`src/rtl/mu0_boot_ctrl.sv`:
```
// ----------------------------------------------------------------------------
// mu0_boot_ctrl
//
// Boot sequencer and memory-port owner for the Mu0 core. The core is held in
// reset while a program image is streamed into the shared memory over a
// valid/ready loader port. Once the image is complete, the core is released.
// The block muxes the memory control and address lines between the loader
// and the core. It declares a halt after the core stops requesting memory.
//
// Optional feature: define MU0_BOOT_CHKSUM_EN to build the load checksum
// (a 16-bit modular sum of the loaded words). Without it, o_chksum is tied to 0.
//
// Ports:
//   clk, rst          clock; asynchronous active-high reset
//   i_start           single-cycle load request (honoured in IDLE/HALTED)
//   i_ld_len          image length in words, 1..2^ADDR (0 ignored)
//   i_ld_valid        loader word valid
//   i_ld_data         loader word
//   o_ld_ready        high for every LOAD cycle
//   o_cpu_rst         reset to the Mu0 core (IDLE/LOAD)
//   i_cpu_mem_rq      core memory request
//   i_cpu_rnw         core read/not-write
//   i_cpu_addr        core address
//   o_mem_rq          memory request (loader write or core pass-through)
//   o_mem_rnw         memory read/not-write
//   o_mem_addr        memory address
//   o_mem_wdata       loader write data
//   o_mem_wdata_oe    drives o_mem_wdata onto the shared databus
//   o_busy            LOAD state
//   o_halted          HALTED state
//   o_wcount          words written in the current/last load
//   o_chksum          load checksum
// ----------------------------------------------------------------------------
module mu0_boot_ctrl #(
    parameter int ADDR     = 12,
    parameter int DATA     = 16,
    parameter int HALT_CYC = 2
) (
    input  logic            clk,
    input  logic            rst,
    input  logic            i_start,
    input  logic [ADDR:0]   i_ld_len,
    input  logic            i_ld_valid,
    input  logic [DATA-1:0] i_ld_data,
    output logic            o_ld_ready,
    output logic            o_cpu_rst,
    input  logic            i_cpu_mem_rq,
    input  logic            i_cpu_rnw,
    input  logic [ADDR-1:0] i_cpu_addr,
    output logic            o_mem_rq,
    output logic            o_mem_rnw,
    output logic [ADDR-1:0] o_mem_addr,
    output logic [DATA-1:0] o_mem_wdata,
    output logic            o_mem_wdata_oe,
    output logic            o_busy,
    output logic            o_halted,
    output logic [ADDR:0]   o_wcount,
    output logic [DATA-1:0] o_chksum
);

    localparam logic [1:0] S_IDLE   = 2'd0;
    localparam logic [1:0] S_LOAD   = 2'd1;
    localparam logic [1:0] S_RUN    = 2'd2;
    localparam logic [1:0] S_HALTED = 2'd3;

    localparam int              HCW       = $clog2(HALT_CYC + 1);
    localparam logic [HCW-1:0]  HALT_MAX  = HCW'(HALT_CYC);
    localparam logic [HCW-1:0]  HALT_LAST = HCW'(HALT_CYC - 1);
    localparam logic [ADDR:0]   ONE       = (ADDR+1)'(1);

    logic [1:0]     r_state;
    logic [ADDR:0]  r_len;
    logic [ADDR:0]  r_wcount;
    logic [HCW-1:0] r_halt_cnt;

    logic w_accept;
    logic w_start_ok;
    logic w_last;

    assign w_accept   = (r_state == S_LOAD) && i_ld_valid;
    assign w_start_ok = i_start && (i_ld_len != '0) &&
                        ((r_state == S_IDLE) || (r_state == S_HALTED));
    assign w_last     = (r_wcount == (r_len - ONE));

    // Main sequencer. The wcount guard enforces saturation at the latched length.
    // The final accepted word moves the FSM to RUN on the same edge that
    // the memory samples the write.
    always_ff @(posedge clk or posedge rst) begin
        if (rst) begin
            r_state  <= S_IDLE;
            r_len    <= '0;
            r_wcount <= '0;
        end else begin
            case (r_state)
                S_IDLE, S_HALTED: begin
                    if (w_start_ok) begin
                        r_state  <= S_LOAD;
                        r_len    <= i_ld_len;
                        r_wcount <= '0;
                    end
                end
                S_LOAD: begin
                    if (w_accept && (r_wcount != r_len)) begin
                        r_wcount <= r_wcount + ONE;
                        if (w_last)
                            r_state <= S_RUN;
                    end
                end
                S_RUN: begin
                    if (!i_cpu_mem_rq && (r_halt_cnt == HALT_LAST))
                        r_state <= S_HALTED;
                end
                default: r_state <= S_IDLE;
            endcase
        end
    end

    // The halt counter only counts while the core runs.
    // It saturates at HALT_CYC, so a long idle stretch cannot wrap it.
    always_ff @(posedge clk or posedge rst) begin
        if (rst) begin
            r_halt_cnt <= '0;
        end else if (w_start_ok) begin
            r_halt_cnt <= '0;
        end else if (r_state == S_RUN) begin
            if (i_cpu_mem_rq)
                r_halt_cnt <= '0;
            else if (r_halt_cnt != HALT_MAX)
                r_halt_cnt <= r_halt_cnt + 1'b1;
        end
    end

`ifdef MU0_BOOT_CHKSUM_EN
    logic [DATA-1:0] r_chksum;

    // The checksum is a running modular sum of the accepted words.
    // It holds after LOAD, so the host can read it while the core runs.
    always_ff @(posedge clk or posedge rst) begin
        if (rst)
            r_chksum <= '0;
        else if (w_start_ok)
            r_chksum <= '0;
        else if (w_accept && (r_wcount != r_len))
            r_chksum <= r_chksum + i_ld_data;
    end

    assign o_chksum = r_chksum;
`else
    assign o_chksum = '0;
`endif

    // Memory port mux. The loader owns the port in LOAD and the core owns it
    // in RUN/HALTED; otherwise the port is parked idle.
    always_comb begin
        o_mem_rq       = 1'b0;
        o_mem_rnw      = 1'b1;
        o_mem_addr     = '0;
        o_mem_wdata    = '0;
        o_mem_wdata_oe = 1'b0;
        case (r_state)
            S_LOAD: begin
                if (w_accept) begin
                    o_mem_rq       = 1'b1;
                    o_mem_rnw      = 1'b0;
                    o_mem_addr     = r_wcount[ADDR-1:0];
                    o_mem_wdata    = i_ld_data;
                    o_mem_wdata_oe = 1'b1;
                end
            end
            S_RUN, S_HALTED: begin
                o_mem_rq   = i_cpu_mem_rq;
                o_mem_rnw  = i_cpu_rnw;
                o_mem_addr = i_cpu_addr;
            end
            default: ;
        endcase
    end

    assign o_cpu_rst  = (r_state == S_IDLE) || (r_state == S_LOAD);
    assign o_ld_ready = (r_state == S_LOAD);
    assign o_busy     = (r_state == S_LOAD);
    assign o_halted   = (r_state == S_HALTED);
    assign o_wcount   = r_wcount;

endmodule

```
`config.mk`:
```
export PLATFORM = sky130hd
export DESIGN_NAME = mu0_boot_ctrl
export DESIGN_NICKNAME = d
export VERILOG_FILES = /design/src/rtl/mu0_boot_ctrl.sv
export SDC_FILE = /design/constraint.sdc
export NUM_CORES = 1
export LEC_CHECK = 0
export BUFFER_PORTS_ARGS = -buffer_cell sky130_fd_sc_hd__buf_2
export CAP_MARGIN = 10
export CORE_MARGIN = 5
export CORE_UTILIZATION = 48
export DETAILED_ROUTE_END_ITERATION = 10
export GPL_TIMING_DRIVEN = 0
export HOLD_SLACK_MARGIN = 0.12
export PLACE_DENSITY = 0.84
export SYNTH_ARGS = -nofsm -noshare
export SYNTH_HDL_FRONTEND = slang
export SYNTH_SLANG_ARGS = --single-unit
```
`constraint.sdc`:
```
create_clock -name clk -period 3.4 [get_ports clk]
set_input_delay 0.34 -clock clk [delete_from_list [all_inputs] [get_ports clk]]
set_output_delay 0.34 -clock clk [all_outputs]
set_load 0.02 [all_outputs]
```
==> results.md, run 1 <==
- At the pin with the least slew margin, the transition time is 0.719 ns.
- Dividing the detail-routed wire length by the instance count gives 14.8 um.
- In this run the remaining antenna-violating nets after routing total 0.
- In the finished design, the share of the clock period the worst path needs comes to 85.3%.
- The initial core utilization is 49.9%.
- The area of the core is 0.00514 sq mm.
- The total congestion overflow after global routing is 0.
- Once placement finished, the instance area stood at 0.00317 sq mm.
- The Yosys step of the flow raised 0 warnings.
- From synthesis to final layout, the design area changed by 27.8%.
- The clock insertion delay at the later pin of the skew report is 0.28 ns.
- The largest net degree at the start of global routing is 31.
- Of all nets on the critical path, the largest fanout is 10.
- For the worst setup path, the data required time is 3.06 ns.
- The number of DRC markers in iteration 0 is 169.
- The longest clock path from root to sink contains 2 buffers.
- The sum of net half-perimeters after detailed placement is 5980 um.
- By area the synthesized netlist is led by sky130_fd_sc_hd__dfrtp_1 29%, sky130_fd_sc_hd__nand2_1 7.3%, sky130_fd_sc_hd__buf_4 5.0%.
- The number of unique standard cell types used by synthesis is 58.
- The type of the worst setup path is reg2out.
- The cell sitting at the root of the clock tree is a sky130_fd_sc_hd__clkbuf_8.
- The leakage power total is 1.68 nW.
- Setup violations remaining at the end of the flow were counted as 0.
- The tightest hold path in the finished design has a slack of 0.163 ns.
- The element type at the critical path start is a flop.
- The floorplan step set the die width to 83.1 um.
- The summed area of non-filler cells in the final layout is 0.00328 sq mm.
- Counting flops and latches in the post-synthesis netlist gives 30.
- Post-CTS repair changed the size of 0 cells.
- Summing internal, switching and leakage power gives 0.00264 W.
- The number of H-tree levels is 2.
- The repair_antennas step left the layout with diodes totalling 0.
- The fraction of registers with async set/reset is 100%.
- The synthesized design contains 0 enable-type register cells.
- Measured against its own limit, the worst slew margin works out to 52.0%.
- In the final layout, the share of cells above drive strength 1 is 27.8%.
- Measured along the y axis, the die boundary spans 83.1 um.
- Setup repair after global routing left no endpoint under its margin.
- The fmax is 345 MHz.
- The number of hold buffers added after CTS was 0.
- The total power density per cell area is 807 mW/mm^2.
- The number of sinks driven by the clock tree is 30.
- The initial antenna violation count is 0.
- The fraction of the yosys area taken by sequential cells is 29.3%.
- Data arrives at the worst endpoint at 2.56 ns.
- The number of vias per cell is 5.43.
- For the finished layout, the period the worst path requires is 2.90 ns.
- The share of the synthesized area in the top cell type is 29.3%.
- The via count of the first global-routing pass is 2,761.
- The synthesized area per cell is 7.68 sq um.
- For this run, design rule violations remaining after detail routing come to 0.
- Clock-pin slew was measured on the worst setup and hold paths at 0.06 ns.
- The maximum ir drop on the vdd rail is 403 uV.
- Clock skew on the completed layout was measured at 0.00225 ns.
- The path category of the worst min-delay check is in2async.
- The endpoint type of the worst setup path is a primary output.
- The number of max-cap violations is 0.
- For this run, the post-layout net count is 506.
- The routed layout has 2,821 vias.
- The run finished with clean final reports.
- Buffers placed on the I/O ports in this run total 93.
- Fill cells in the final layout number 495.
- The number of buffers added for setup after CTS is 0.
- The total negative slack is 0 ns.
- The placer's final routability congestion estimate is 0.904.
- The number of slew-limit violations in the final report is 0.
- The final hold violation count is 0.
- The first global-routing pass estimated 12,700 um of wire.
- The leading register cell type out of synthesis is sky130_fd_sc_hd__dfrtp_1.
- For this block, the routed nets add up to 7690 um of wire.
- The CTS tree is yes.
- The first detailed-routing pass took 5 iterations.
- After technology mapping, the gate count stands at 334.
- Global routing used 21.8% of the available tracks.
- The mapped cell area is 0.00256 sq mm.
- Summed over all instances, the cell type with the most area after synthesis is sky130_fd_sc_hd__dfrtp_1.
- Counting the buffers created by CTS gives 5.
- By instance count, the leading cell after synthesis is sky130_fd_sc_hd__nand2_1.
- The die covers 0.00691 sq mm.
- In this run the core area contains 26 standard-cell rows.
- Sorting the synthesized cells by how often they occur yields 50 x sky130_fd_sc_hd__nand2_1, 30 x sky130_fd_sc_hd__dfrtp_1, 29 x sky130_fd_sc_hd__nor2_1.
- The number of I/O pins is 111.
## sequential cells by signal (all words and copies together), names as in the netlist
| signal | cells |
|---|---|
| r_halt_cnt | 2 |
| r_state | 2 |
| o_wcount | 13 |
| r_len | 13 |
## layout make-up
class	count	area, sq um	share of cell area, %
clock buffer	7	76.3	2.33
inverter	13	48.8	1.49
sequential	30	751	22.9
tap	70	87.6	2.67
buffer	41	225	6.87
timing repair buffer	94	493	15.0
multi-input combinational	265	1600	48.7
## layer usage
layer / wire length, um / GRT usage [%]
met1: 3260 / 25.9
met2: 3810 / 38.4
met3: 475 / 3.66
met4: 145 / 9.66
met5: 0 / 0
## cells by family (layout without fill, tap and decap cells)
| logic type | count (synthesis) | count (layout) | share of synthesized area, % |
|---|---|---|---|
| flip-flops | 30 | 30 | 29.3 |
| adder cells (fa/ha/maj) | 9 | 9 | 4.39 |
| AND/OR/NAND/NOR | 156 | 156 | 31.2 |
| XOR/XNOR | 17 | 17 | 5.80 |
| buffers and inverters | 54 | 155 | 10.7 |
| other | 1 | 16 | 0.146 |
| AO/OA/AOI/OAI | 65 | 65 | 17.8 |
| multiplexers | 2 | 2 | 0.781 |
## power by group
part           switching (W)  internal [W]
clock network       0.000132      0.000141
logic                0.00110      0.000671
registers           0.000137      0.000465
total                0.00137       0.00128
## critical path: stages (launching register included)
cell	delay, ns
sky130_fd_sc_hd__dfrtp_1	0.39
sky130_fd_sc_hd__inv_1	0.14
sky130_fd_sc_hd__ha_1	0.27
sky130_fd_sc_hd__clkbuf_1	0.33
sky130_fd_sc_hd__and2_0	0.32
sky130_fd_sc_hd__clkbuf_1	0.40
sky130_fd_sc_hd__a22oi_1	0.13
sky130_fd_sc_hd__nor2_1	0.12
sky130_fd_sc_hd__buf_2	0.18
## stage by stage
step           setup WS, ns  instances  utilization [%]
2_1_floorplan         0.881        349                -
3_3_place_gp          0.663        512             61.8
3_5_place_dp          0.640        512             61.8
4_1_cts               0.538        519             63.2
5_1_grt               0.221        520             63.8
6_report              0.499        520             63.8
## layout by cell type (no fill, tap or decap), types with 3 or more instances in the layout
cell type	instances
sky130_fd_sc_hd__nor2_1	29
sky130_fd_sc_hd__conb_1	16
sky130_fd_sc_hd__clkbuf_8	5
sky130_fd_sc_hd__a22oi_1	12
sky130_fd_sc_hd__buf_2	93
sky130_fd_sc_hd__xnor2_1	13
sky130_fd_sc_hd__and3_1	18
sky130_fd_sc_hd__nor3b_1	3
sky130_fd_sc_hd__a211o_1	3
sky130_fd_sc_hd__nand3_1	12
sky130_fd_sc_hd__inv_1	12
sky130_fd_sc_hd__dfrtp_1	30
sky130_fd_sc_hd__or2_2	4
sky130_fd_sc_hd__clkbuf_1	25
sky130_fd_sc_hd__nor3_1	4
sky130_fd_sc_hd__xor2_1	4
sky130_fd_sc_hd__nor4_1	8
sky130_fd_sc_hd__buf_4	17
sky130_fd_sc_hd__nand4_1	4
sky130_fd_sc_hd__o31ai_1	6
sky130_fd_sc_hd__o21ai_0	16
sky130_fd_sc_hd__and2_1	5
sky130_fd_sc_hd__nand2_1	50
sky130_fd_sc_hd__o21ai_1	5
sky130_fd_sc_hd__ha_1	9
## worst paths after layout
check | startpoint | endpoint | slack (ns) | cells after the start
min in group clk | i_ld_len[2] | r_len[2]$_DFFE_PP0P_ | 0.26 | 3
setup / recovery | r_state[1]$_DFFE_PP0P_ | o_mem_addr[1] | 0.50 | 8
hold reg to reg | r_len[12]$_DFFE_PP0P_ | r_len[12]$_DFFE_PP0P_ | 0.53 | 2
max in group asynchronous | rst | r_halt_cnt[1]$_DFFE_PP0P_ | 2.71 | 3
setup reg to reg | r_state[1]$_DFFE_PP0P_ | o_wcount[2]$_DFFE_PP0P_ | 0.57 | 9
hold / removal | rst | o_wcount[1]$_DFFE_PP0P_ | 0.16 | 2
Note: power is estimated with default switching activity, not from simulation.
==> run 2, diff against run 1 <==
--- a/config.mk
+++ b/config.mk
@@ -5,7 +5,8 @@
 export SDC_FILE = /design/constraint.sdc
 export NUM_CORES = 1
 export LEC_CHECK = 0
-export BUFFER_PORTS_ARGS = -buffer_cell sky130_fd_sc_hd__buf_2
+export ABC_CLOCK_PERIOD_IN_PS = 3400
+export BUFFER_PORTS_ARGS = -buffer_cell sky130_fd_sc_hd__clkbuf_2
 export CAP_MARGIN = 10
 export CORE_MARGIN = 5
 export CORE_UTILIZATION = 48
@@ -13,6 +14,7 @@
 export GPL_TIMING_DRIVEN = 0
 export HOLD_SLACK_MARGIN = 0.12
 export PLACE_DENSITY = 0.84
+export SETUP_SLACK_MARGIN = 0.5
 export SYNTH_ARGS = -nofsm -noshare
 export SYNTH_HDL_FRONTEND = slang
 export SYNTH_SLANG_ARGS = --single-unit
==> run 2 against run 1 <==
Power grew 0.77%. Register-to-register slack better by 0.13 ns. Sequential power hardly changed. Core utilization grew 0.39 points. Via count increased by 0.64%. Sequential cell count unchanged. Global-route usage up 0.94 points. Wire length rose by 1.2%. Fmax increased by 7.6%. Setup slack better by 0.20 ns. Critical path depth is the same. Critical endpoint is now o_wcount[10]$_DFFE_PP0P_. Largest cell class unchanged. Largest power group unchanged. Highest routed layer unchanged.
==> results.md, run 2 (same netlist as run 1, synthesis figures left out) <==
- The number of buffers added for setup after CTS came to 0 (unchanged).
- The element type at the critical path start is a flop.
- The buffer type at the clock tree root is sky130_fd_sc_hd__clkbuf_8.
- The sum of net half-perimeters after detailed placement was 6100 um (+2.0%).
- The final hold violation count is 0 (unchanged).
- The share of layout cells above drive strength 1 is 28.6% (+0.83 points).
- The path category of the worst min-delay check is in2reg.
- The number of buffers on the longest clock path is 2 (unchanged).
- The switching share of power is 51.8% (+0.15 points).
- The initial antenna violation count was 0 (unchanged).
- The post-CTS clock slew at the launch and capture registers of the worst setup and hold paths came to 0.06 ns (about the same).
- The port buffer count was 93 (unchanged).
- The overall die area is 0.00691 sq mm (unchanged).
- The fmax is 371 MHz (+7.6%).
- The number of slew-limit violations in the final report came to 0 (unchanged).
- The total power density per cell area is 808 mW/mm^2 (+0.16%).
- The proportion of power drawn by combinational gates is 67.2% (+0.3 points).
- The power spent charging and discharging nets is 0.00138 W (+1.1%).
- The hold slack came to 0.265 ns (+0.102 ns).
- The area of the core is 0.00514 sq mm (unchanged).
- Setup repair after global routing left no endpoint under its margin.
- The post-layout net count is 507 (+0.20%).
- The number of cells after detailed placement was 512 (unchanged).
- The maximum ir drop on the vdd rail is 396 uV (-1.7%).
- The minimum period implied by the final worst setup slack was 2.70 ns (-0.205 ns).
- The average routed wire per standard cell is 14.9 um (+1.0%).
- The endpoint type of the worst setup path is a flop.
- The residual DRC count is 0 (unchanged).
- The worst clock skew on the final layout is 0.00338 ns (+0.00113 ns).
- The number of I/O pins is 111 (unchanged).
- The overall die width is 83.1 um (unchanged).
- The final antenna diode count is 0 (unchanged).
- The flow ran to the end, and the final reports show no timing, DRC or antenna violations.
- The clock network fraction of total power was 10.2% (about the same).
- The global-route total usage across every layer is 22.8% (+0.94 points).
- The detailed-route via count is 2,839 (+0.64%).
- The critical path is of the reg2reg type.
- The data arrival time of the critical path came to 2.85 ns (+0.29 ns).
- The largest net degree at the start of global routing is 31 (unchanged).
- The minimum setup slack after placement is 0.621 ns (-0.0197 ns).
- The total congestion overflow after global routing is 0 (unchanged).
- The share of power burned in registers is 22.6% (-0.2 points).
- The final core area utilization is 64.2% (+0.39 points).
- The leakage power total was 1.66 nW (-0.74%).
- The final worst setup slack was 0.704 ns (+0.205 ns).
- The total negative slack is 0 ns (unchanged).
- The number of DRC markers in iteration 0 is 171 (+1.2%).
- The clock insertion delay at the later pin of the skew report is 0.28 ns (about the same).
- The final wirelength is 7790 um (+1.2%).
- The maximum fanout along the worst path came to 10 (unchanged).
- The library cell used most frequently in the layout, excluding fill and tap cells, is sky130_fd_sc_hd__clkbuf_2.
- The via count of the first global-routing pass came to 2,701 (-2.2%).
- The number of CTS-inserted buffers is 5 (unchanged).
- The number of H-tree levels is 2 (unchanged).
- The internal power component is 0.00128 W (+0.47%).
- The number of max-cap violations is 0 (unchanged).
- The global-route wire length before repair came to 13,200 um (+3.7%).
- The number of vias per cell is 5.45 (+0.44%).
- The required time of the worst setup path was 3.55 ns (+0.49 ns).
- The number of sinks driven by the clock tree is 30 (unchanged).
- Leaving out fill and tap cells, the most frequent cells in the layout are 95 x sky130_fd_sc_hd__clkbuf_2, 50 x sky130_fd_sc_hd__nand2_1, 30 x sky130_fd_sc_hd__dfrtp_1.
- The placer's final routability congestion estimate was 0.905 (about the same).
- The worst-margin pin slew was 0.670 ns (-0.0499 ns).
- The number of standard cells in the layout, taps in and fillers out is 521 (+0.19%).
- The initial core utilization was 49.9% (unchanged).
- Relative to the synthesized area, the layout overhead comes to 28.6%.
- The post-route fraction of the period consumed by the critical path came to 79.3% (-6.0 points).
- The final antenna-violating net count came to 0 (unchanged).
- The number of setup violations in the final report is 0 (unchanged).
- The height of the die was 83.1 um (unchanged).
- The placement row count came to 26 (unchanged).
- The CTS tree is yes.
- The headroom to the max-slew limit is 54.9% (+3.0 points).
- The number of iterations in the first detailed-routing pass is 5 (unchanged).
[run 2: cell count changes in the layout (fill, tap and decap cells not counted), sizes merged]
cell,previous run,this run
buf,112,19
clkbuf,30,123
clkinvlp,0,1
dlygate4sd3,0,1
inv,12,11
[run 2: final timing paths]
kind                       depth (start not counted)  slack [ns]               startpoint                       end
setup / recovery                                   8        0.70  o_wcount[3]$_DFFE_PP0P_  o_wcount[10]$_DFFE_PP0P_
hold / removal                                     3        0.27             i_ld_len[10]     r_len[10]$_DFFE_PP0P_
setup reg to reg                                   8        0.70  o_wcount[3]$_DFFE_PP0P_  o_wcount[10]$_DFFE_PP0P_
hold reg to reg                                    2        0.54    r_len[12]$_DFFE_PP0P_     r_len[12]$_DFFE_PP0P_
max in group asynchronous                          4        2.41                      rst    r_state[1]$_DFFE_PP0P_
min in group asynchronous                          3        0.56                      rst   o_wcount[1]$_DFFE_PP0P_
[run 2: final cells by class]
type	instances	area, sq um
buffer	41	231
clock buffer	7	76.3
fill	485	1840
inverter	13	52.6
multi-input combinational	265	1600
sequential	30	751
tap	70	87.6
timing repair buffer	95	503
[run 2: power by group through the flow]
| stage | clock network (W) | registers (W) | logic [W] |
|---|---|---|---|
| global route | 0.000289 | 0.000617 | 0.00198 |
| CTS | 0.000275 | 0.000599 | 0.00176 |
| floorplan | 0 | 0.000577 | 0.00131 |
| finish | 0.000272 | 0.000602 | 0.00179 |
| detailed placement | 0 | 0.000605 | 0.00175 |
| global placement | 0 | 0.000600 | 0.00170 |
[run 2: stage by stage]
| step | area (sq um) | power [W] |
|---|---|---|
| after floorplan | 2620 | 0.00189 |
| after global placement | 3170 | 0.00230 |
| after detailed placement | 3170 | 0.00236 |
| after CTS | 3250 | 0.00264 |
| after global routing | 3300 | 0.00288 |
| final | 3300 | 0.00266 |
[run 2: worst max-delay path, cell delays in order (launching register included)]
cell	delay [ns]
sky130_fd_sc_hd__dfrtp_1	0.38
sky130_fd_sc_hd__clkbuf_1	0.22
sky130_fd_sc_hd__xnor2_1	0.33
sky130_fd_sc_hd__nand4b_1	0.16
sky130_fd_sc_hd__nor4_1	0.50
sky130_fd_sc_hd__a211o_1	0.33
sky130_fd_sc_hd__or2_1	0.14
sky130_fd_sc_hd__clkbuf_1	0.35
sky130_fd_sc_hd__o41ai_1	0.15
[run 2: metal layers]
| layer | part of all wire (%) | track usage (%) | vias up |
|---|---|---|---|
| met5 | 0 | 0 | - |
| met4 | 2.3 | 7.88 | 0 |
| met3 | 4.9 | 3.76 | 16 |
| met2 | 50 | 38.7 | 92 |
| met1 | 43 | 29.1 | 1343 |
| li1 | - | - | 1388 |
[run 2: what timing repair did]
item                       in CTS  in global routing
hold endpoints to repair        0                 12
setup endpoints to repair       8                 21
hold buffers                    0                  1
resized for setup               1                  7
